## config.mk

```make
export PLATFORM = sky130hd
export DESIGN_NAME = event_nack_scheduler
export DESIGN_NICKNAME = d
export VERILOG_FILES = /design/src/rtl/event_nack_scheduler.sv
export SDC_FILE = /design/constraint.sdc
export NUM_CORES = 1
export LEC_CHECK = 0
export ABC_AREA = 1
export BUFFER_PORTS_ARGS = -buffer_cell sky130_fd_sc_hd__buf_2
export CORE_MARGIN = 2
export CORE_UTILIZATION = 40
export DETAILED_ROUTE_END_ITERATION = 10
export GPL_ROUTABILITY_DRIVEN = 0
export GPL_TIMING_DRIVEN = 0
export HOLD_SLACK_MARGIN = 0.05
export PLACE_DENSITY_LB_ADDON = 0.3
export SLEW_MARGIN = 20
export SYNTH_ARGS = -nofsm -noshare
export SYNTH_HDL_FRONTEND = slang
export SYNTH_SLANG_ARGS = --single-unit
```

## constraint.sdc

```tcl
create_clock -name memclk -period 3.4 [get_ports memclk]
set_input_delay 0.34 -clock memclk [delete_from_list [all_inputs] [get_ports memclk]]
set_output_delay 0.34 -clock memclk [all_outputs]
set_load 0.03 [all_outputs]
```

## src/rtl/event_nack_scheduler.sv

```systemverilog
// event_nack_scheduler
// Sits in memclk between the nack crossing FIFO and the readout generator.
// Queues nack requests, splits fragment re-reads into chunks of at most
// MAX_QW qwords and forces HOLDOFF_CYCLES+1 idle cycles after every issued
// nack so regular event readout keeps access to the datamover.
// Optional build macro: NACK_DEDUP_EN drops a request identical to the
// previously accepted one (bit 19 ignored) instead of queueing it.
module event_nack_scheduler #(
  parameter int FIFO_DEPTH     = 16,
  parameter int MAX_QW         = 512,
  parameter int HOLDOFF_CYCLES = 64
) (
  input  logic        memclk,
  input  logic        memresetn,
  input  logic [47:0] s_nack_tdata,
  input  logic        s_nack_tvalid,
  output logic        s_nack_tready,
  output logic [47:0] m_nack_tdata,
  output logic        m_nack_tvalid,
  input  logic        m_nack_tready,
  output logic        busy_o,
  output logic [15:0] nack_count_o,
  output logic [15:0] cmd_count_o,
  output logic [7:0]  drop_count_o,
  output logic        wrap_err_o
);

  localparam int AW = $clog2(FIFO_DEPTH);
  localparam int CW = AW + 1;
  localparam int HW = (HOLDOFF_CYCLES > 0) ? $clog2(HOLDOFF_CYCLES + 1) : 1;
  localparam logic [CW-1:0] DEPTH_CNT = CW'(FIFO_DEPTH);
  localparam logic [HW-1:0] HOLD_LAST = HW'(HOLDOFF_CYCLES);
  localparam logic [10:0]   MAX_LEN   = 11'(MAX_QW);

  typedef enum logic [1:0] {
    S_IDLE,
    S_LOAD,
    S_ISSUE,
    S_HOLD
  } state_t;

  // Queue entry packs the meaningful request bits: {[46:20], [18:0]}
  logic [45:0]   mem [FIFO_DEPTH];
  logic [AW-1:0] wr_ptr;
  logic [AW-1:0] rd_ptr;
  logic [CW-1:0] occ;
  logic          q_empty;
  logic          q_full;
  logic          q_push;
  logic          q_pop;
  logic          accept;
  logic          dup;
  logic [45:0]   in_entry;
  logic [45:0]   head;
  logic          unused_in;

  state_t        state;
  logic          w_full;
  logic [2:0]    w_rsv;
  logic [10:0]   w_len;
  logic [11:0]   w_upper;
  logic [18:0]   w_off;
  logic [10:0]   chunk_len;
  logic [10:0]   next_chunk;
  logic [19:0]   off_sum;
  logic [HW-1:0] hold_cnt;
  logic          zero_drop;
  logic [1:0]    drop_inc;

  // Saturating add for the 8-bit drop statistic (up to two drops per cycle)
  function automatic logic [7:0] sat_add8(input logic [7:0] a, input logic [1:0] b);
    logic [8:0] s;
    s = {1'b0, a} + {7'b0, b};
    return s[8] ? 8'hFF : s[7:0];
  endfunction

  assign in_entry      = {s_nack_tdata[46:20], s_nack_tdata[18:0]};
  assign unused_in     = s_nack_tdata[47] ^ s_nack_tdata[19];
  assign head          = mem[rd_ptr];
  assign q_empty       = (occ == '0);
  assign q_full        = (occ == DEPTH_CNT);
  assign s_nack_tready = !q_full;
  assign accept        = s_nack_tvalid && s_nack_tready;
  assign q_push        = accept && !dup;
  assign q_pop         = (state == S_IDLE) && !q_empty;
  assign busy_o        = (state != S_IDLE) || !q_empty;

  assign next_chunk = (w_len > MAX_LEN) ? MAX_LEN : w_len;
  assign off_sum    = {1'b0, w_off} + {6'b0, chunk_len, 3'b0};
  assign zero_drop  = (state == S_LOAD) && !w_full && (w_len == 11'd0);
  assign drop_inc   = {1'b0, accept && dup} + {1'b0, zero_drop};

`ifdef NACK_DEDUP_EN
  logic [45:0] last_entry;
  logic        last_vld;

  assign dup = last_vld && (in_entry == last_entry);

  // Remember the last accepted request; forget it once everything has drained
  always_ff @(posedge memclk) begin
    if (!memresetn) begin
      last_vld <= 1'b0;
    end else if (accept) begin
      last_vld   <= 1'b1;
      last_entry <= in_entry;
    end else if (q_empty && (state == S_IDLE)) begin
      last_vld <= 1'b0;
    end
  end
`else
  assign dup = 1'b0;
`endif

  // Queue storage write port
  always_ff @(posedge memclk) begin
    if (q_push) begin
      mem[wr_ptr] <= in_entry;
    end
  end

  // Queue pointers and occupancy; simultaneous push and pop keeps occupancy
  always_ff @(posedge memclk) begin
    if (!memresetn) begin
      wr_ptr <= '0;
      rd_ptr <= '0;
      occ    <= '0;
    end else begin
      if (q_push) wr_ptr <= wr_ptr + 1'b1;
      if (q_pop)  rd_ptr <= rd_ptr + 1'b1;
      case ({q_push, q_pop})
        2'b10:   occ <= occ + 1'b1;
        2'b01:   occ <= occ - 1'b1;
        default: occ <= occ;
      endcase
    end
  end

  // Issue FSM: pop, build a chunk, hand it over, then hold off
  always_ff @(posedge memclk) begin
    if (!memresetn) begin
      state         <= S_IDLE;
      m_nack_tvalid <= 1'b0;
      m_nack_tdata  <= '0;
      cmd_count_o   <= '0;
      wrap_err_o    <= 1'b0;
      hold_cnt      <= '0;
    end else begin
      case (state)
        S_IDLE: begin
          if (!q_empty) begin
            w_full  <= head[45];
            w_rsv   <= head[44:42];
            w_len   <= head[41:31];
            w_upper <= head[30:19];
            w_off   <= head[18:0];
            state   <= S_LOAD;
          end
        end
        S_LOAD: begin
          if (w_full) begin
            // Full-event nacks go out untouched; len drops to zero on handshake
            chunk_len     <= w_len;
            m_nack_tdata  <= {1'b0, 1'b1, w_rsv, w_len, w_upper, 1'b0, w_off};
            m_nack_tvalid <= 1'b1;
            state         <= S_ISSUE;
          end else if (w_len == 11'd0) begin
            hold_cnt <= '0;
            state    <= S_HOLD;
          end else begin
            chunk_len     <= next_chunk;
            m_nack_tdata  <= {1'b0, 1'b0, 3'b000, next_chunk, w_upper, 1'b0, w_off};
            m_nack_tvalid <= 1'b1;
            state         <= S_ISSUE;
          end
        end
        S_ISSUE: begin
          if (m_nack_tready) begin
            m_nack_tvalid <= 1'b0;
            cmd_count_o   <= cmd_count_o + 16'd1;
            w_len         <= w_len - chunk_len;
            w_off         <= off_sum[18:0];
            if (off_sum[19]) wrap_err_o <= 1'b1;
            hold_cnt      <= '0;
            state         <= S_HOLD;
          end
        end
        S_HOLD: begin
          if (hold_cnt == HOLD_LAST) begin
            state <= ((w_len != 11'd0) && !w_full) ? S_LOAD : S_IDLE;
          end else begin
            hold_cnt <= hold_cnt + 1'b1;
          end
        end
        default: state <= S_IDLE;
      endcase
    end
  end

  // Accept and drop statistics
  always_ff @(posedge memclk) begin
    if (!memresetn) begin
      nack_count_o <= '0;
      drop_count_o <= '0;
    end else begin
      if (accept) nack_count_o <= nack_count_o + 16'd1;
      drop_count_o <= sat_add8(drop_count_o, drop_inc);
    end
  end

endmodule

```

-- Word-level counts from Yosys, hierarchy flattened
Memories as Yosys holds them, arrays and structs flattened. A register that Yosys moved wholly into a read port is not among the register bits.
Index checks and enable logic that the tools add are counted.
- bits in registers: 169
- latch bits: 0
- bits in writable memories: 736
- ROM bits: 0
- input bits: 52
- word-level logic and storage cells: 105
- memories: 1
- $add $sub $neg: 10
- $mul: 0
- divide/modulo/power cells: 0
- order comparisons: 1
- eq/ne operators: 15
- shift operators: 0
- muxes and demuxes: 33
- bitwise operators: 1
- reduce and logical (&&, ||, !) cells: 27
- memories (memory ; depth ; width ; rd ports ; clocked after memory_dff ; wr ports ; line ; text):
    mem ; 16 ; 46 ; 1 ; 1 ; 1 ; 43 ; logic [45:0] mem [FIFO_DEPTH];
- operators with widths (operator ; number):
    two-way mux 48 bit ; 2
    two-way mux 11 bit ; 5
    two-way mux 19 bit ; 2
    one-hot mux 19 bit (2 select lines) ; 1
    adder 16 x 1 -> 16 bit, second input constant ; 2
    two-way mux 7 bit ; 4
    one-hot mux 11 bit (2 select lines) ; 1
    one-hot mux 7 bit (3 select lines) ; 1
    adder 19 x 14 -> 20 bit ; 1
    AND reduction 3 bit ; 5
    inequality test 2 bit, second input constant ; 6
    > comparator 11 x 10 -> 1 bit, second input constant ; 1
    zero test 11 bit ; 1
    nonzero test 11 bit ; 1
    subtractor 11 bit ; 1
    one-hot mux 5 bit (2 select lines) ; 1
    adder 8 x 1 -> 9 bit ; 1
    adder 4 x 1 -> 4 bit, second input constant ; 2
    two-way mux 1 bit ; 8
    two-way mux 4 bit ; 2
    two-way mux 8 bit ; 1
    one-hot mux 2 bit (4 select lines) ; 1
    nonzero test 2 bit ; 4
    adder 7 x 1 -> 7 bit, second input constant ; 1
    other kinds (20) ; 32

-- Longest topological paths before layout
- word-level depth: 5
- mapped depth: 16
- mapped depth without buffers: 15

-- Worst setup path after synthesis
No wires, ideal clock.
- path type: register to register
- start: register occ[2]
- end: memory mem[0][0], enable pin
- setup time: 450 ps
- arrival: 3076 ps
- path slack: -126 ps
- stages on the path, launching flop included: 8
- clock period less this slack: 3526 ps
- cell sequence: dfxtp_1 > nor2_1 > nand3_2 > nand2_2 > inv_2 > buf_2 > nand2_1 > nor2_1
- longest elaborated chain between the ends: 5
- RTL lines (element ; line ; text):
    from (decl) ; 46 ; logic [CW-1:0] occ;
    from (signal assigned) ; 131 ; 2'b10: occ <= occ + 1'b1;
    from (signal assigned) ; 132 ; 2'b01: occ <= occ - 1'b1;
    == test 5 bit ; 81 ; assign q_full = (occ == DEPTH_CNT);
    zero test 1 bit ; 82 ; assign s_nack_tready = !q_full;
    named net s_nack_tready ; 17 ; output logic s_nack_tready,
    logical AND 1 bit ; 83 ; assign accept = s_nack_tvalid && s_nack_tready;
    two-way mux 1 bit ; 116 ; if (q_push) begin
    two-way mux 1 bit (implied by the code) ; 117 ; mem[wr_ptr] <= in_entry;
    to (decl) ; 43 ;
The timed path passes the listed nets, and every way through them passes these cells.

==> impl_metrics.env <==
export IMPL_slowest_delay_ns=0.70
export IMPL_h_tree_levels=3
export IMPL_run_status="finished clean"
export IMPL_floorplan_io_pins=144
export IMPL_slew_viol_final=0
export IMPL_average_vias_per_placed_instance=5.74
export IMPL_hold_buffer_count_at_cts=19
export IMPL_io_buffers=139
export IMPL_cellLeakagePower_uw=0.0148
export IMPL_fin_total_pwr_uw=33900
export IMPL_worstPathRequired_ns=3.77
export IMPL_start_kind="register"
export IMPL_criticalPathCategory="register to register"
export IMPL_cts_made_buffers=91
export IMPL_max_freq_mhz=338
export IMPL_worst_clock_skew_ns=0.0256
export IMPL_initial_antenna_violation_count=7
export IMPL_power_combinational_fraction_pct=30.4
export IMPL_clock_latency_ns=0.67
export IMPL_design_core_area_mm2=0.0912
export IMPL_worstPathBufferInverterCount=2
export IMPL_timing_final_crit_period_ns=2.96
export IMPL_min_delay_start="s_nack_tdata[16]"
export IMPL_syn_area_mm2=0.0367
export IMPL_critical_path_reg2reg_endpoint="w_off[8]"
export IMPL_layout_filler_cells=8066
export IMPL_reg2reg_depth=7
export IMPL_grt_pass1_vias=24700
export IMPL_yosysWarnings=0
export IMPL_grtUsageTotal_pct=24.1
export IMPL_drt_pass1_iterations=5
export IMPL_floorplan_die_width_um=307
export IMPL_drtAntennaViolNets=0
export IMPL_cts_tree="built"
export IMPL_drt_first_iter_violations=3331
export IMPL_post_cts_resized=0
export IMPL_cellPowerDensity_mw_per_mm2=785
export IMPL_postSynthRegisterBits=907
export IMPL_die_area_mm2=0.0941
export IMPL_ys_types=51
export IMPL_ir_drop_mv=0.413
export IMPL_seqPwrFrac_pct=39.7
export IMPL_placement_rows=111
export IMPL_place_area_mm2=0.0401
export IMPL_share_of_layout_cells_above_drive_strength_1_pct=13.5
export IMPL_critPathSlowestCell="clkbuf_1"
export IMPL_ys_seq_area_share_pct=71.2
export IMPL_floorplan_initialDensity_pct=40.2
export IMPL_postCtsSetupBuffers=0
export IMPL_unrepaired_setup_endpoints_after_global_routing="false"
export IMPL_clkTransAtPathRegs_ns=0.06
export IMPL_post_synth_cell_area_avg_um2=12.3
export IMPL_path_delay_family="buffers and inverters"
export IMPL_number_of_cells_traversed_by_the_worst_hold_path=1
export IMPL_p_clk_share_pct=29.8
export IMPL_die_h_um=307
export IMPL_detail_route_wirelength_um=115000
export IMPL_cp_end_kind="register"
export IMPL_setup_violations=0
export IMPL_final_cell_area_mm2=0.0432
export IMPL_crit_chain="clkbuf_1, clkbuf_1, o221ai_1, nand3_1, nand2_1, nand2_1, o21ai_0"
export IMPL_cp_max_fo=10
export IMPL_netSwitchingFraction_pct=36.3
export IMPL_root_buffer="clkbuf_16"
export IMPL_maximum_number_of_pins_on_one_net_before_global_route_repair=19
export IMPL_detailedPlacementHpwl_um=77200
export IMPL_worst_slew_margin_rel_pct=25.0
export IMPL_cts_root_to_sink_buffers=3
export IMPL_max_slew_worst_pin_slew_ns=1.12
export IMPL_finalHoldViolCount=0
export IMPL_final_nets=3376
export IMPL_net_switching_power_uw=12300
export IMPL_hold_path_endpoint="mem[15][16]"
export IMPL_clock_sink_count=907
export IMPL_fin_crit_sh_pct=87.1
export IMPL_cap_violations=0
export IMPL_post_route_drc_count=0
export IMPL_synth_async_reset_ratio_pct=0
export IMPL_area_growth_pct=17.9
export IMPL_wl_per_cell_um=25.4
export IMPL_detailroute_via_count=26100
export IMPL_netlist_instances=2984
export IMPL_hold_class="input pin to register"
export IMPL_reg2reg_slack_ns=0.44
export IMPL_grt_first_pass_wirelength_um=166000
export IMPL_cp_data_arrival_time_ns=3.34
export IMPL_cellInternalPower_uw=21600
export IMPL_synth_edf_count=793
export IMPL_grt_overflow_total=0
export IMPL_synthFlopType="edfxtp_1"
cells by family after synthesis:
| logic type | Yosys count | share of synthesized area, % |
|---|---|---|
| simple gates | 932 | 10.4 |
| fa+ha+maj | 42 | 1.47 |
| other cells | 1 | 0.0102 |
| xor+xnor | 27 | 0.645 |
| flops | 907 | 71.2 |
| buf+inv | 287 | 3.60 |
| compound gates | 788 | 12.7 |
synth_stat cells (all sizes together), types with 2 or more instances:
master | n | area [um^2]
o21ai | 473 | 2370
nor2 | 559 | 2120
a21oi | 80 | 400
a21o | 3 | 22.5
o221ai | 140 | 1230
o21a | 4 | 30.0
a21boi | 2 | 15.0
o22ai | 40 | 250
dfxtp | 114 | 2280
nand3 | 103 | 526
nand3b | 4 | 30.0
clkbuf | 94 | 354
nand2 | 221 | 847
a311oi | 2 | 17.5
clkinv | 2 | 8.75
inv | 105 | 402
xor2 | 17 | 149
xnor2 | 10 | 87.6
nor3b | 2 | 15.0
ha | 40 | 500
nor3 | 23 | 143
nand4 | 16 | 100
a31oi | 7 | 43.8
fa | 2 | 40.0
buf | 86 | 557
a22oi | 2 | 15.0
or2 | 2 | 12.5
o211ai | 32 | 240
edfxtp | 793 | 23800
power by group through the flow:
stage / registers [uW] / clock network, uW / logic [uW]
6_report: 13500 / 10100 / 10300
5_1_grt: 13600 / 10600 / 11100
4_1_cts: 13500 / 10200 / 10200
3_5_place_dp: 13700 / 0 / 10100
3_3_place_gp: 13800 / 0 / 9780
2_1_floorplan: 14000 / 0 / 5670
routing by layer:
metal / vias to the layer above / share of wire, % / wire length, um / global-route usage (%)
li1: 11600 / - / - / -
met1: 12900 / 41 / 47000 / 33.0
met3: 206 / 9.9 / 11400 / 4.49
met5: - / 0.073 / 84 / 0
met4: 14 / 2.6 / 3050 / 7.99
met2: 1433 / 47 / 53700 / 38.7
worst max-delay path by stage:
stage / endpoint / slack [ns] / cells after the start
after floorplan: mem[0][0] / -0.13 / 7
after global routing: mem[9][17] / 0.33 / 9
final: w_off[8] / 0.44 / 7
after detailed placement: mem[9][8] / 0.45 / 9
after global placement: mem[8][7] / -3.13 / 7
after CTS: mem[9][17] / 0.44 / 9
registers in the layout (all words and copies together), names as in the netlist, 11 cells and up, named ones only:
signal and cells:
m_nack_tdata 46, mem 736, w_off 19, w_upper 12
nack_count_o 16, w_len 11, cmd_count_o 16, chunk_len 11
placed cells by master (no fill, tap or decap), types with 32 or more instances in the layout:
cell type and instances:
ha_1 40, inv_1 96, o22ai_1 40, a21oi_1 80
o21ai_1 34, clkbuf_1 106, nand2_1 214, o211ai_1 32
nand3_1 101, o221ai_1 140, o21ai_0 439, nor2_1 537
buf_2 184, dfxtp_1 114, clkbuf_16 92, edfxtp_1 793
final cells by class:
cell class / count / area (um^2) / area share (%)
clock inverter: 64 / 607 / 1.40
clock buffer: 105 / 2350 / 5.44
inverter: 107 / 410 / 0.949
sequential: 907 / 26100 / 60.4
multi-input combinational: 1791 / 9370 / 21.7
tap: 1186 / 1480 / 3.43
buffer: 180 / 911 / 2.11
antenna: 1 / 2.50 / 0.00579
timing repair buffer: 204 / 2000 / 4.62
through the flow:
stage | hold WS [ns] | TNS [ns] | utilization, % | cells | setup slack, ns
after floorplan | 0.439 | -69.45 | - | 2985 | -0.126
after global placement | 0.435 | -2175.09 | 42.6 | 4310 | -3.13
after detailed placement | 0.444 | 0 | 43.9 | 4356 | 0.447
after CTS | 0.0501 | 0 | 47.4 | 4544 | 0.437
after global routing | 0.0694 | 0 | 47.4 | 4544 | 0.335
final | 0.0639 | 0 | 47.4 | 4545 | 0.439
Note: power is estimated with default switching activity, not from simulation.
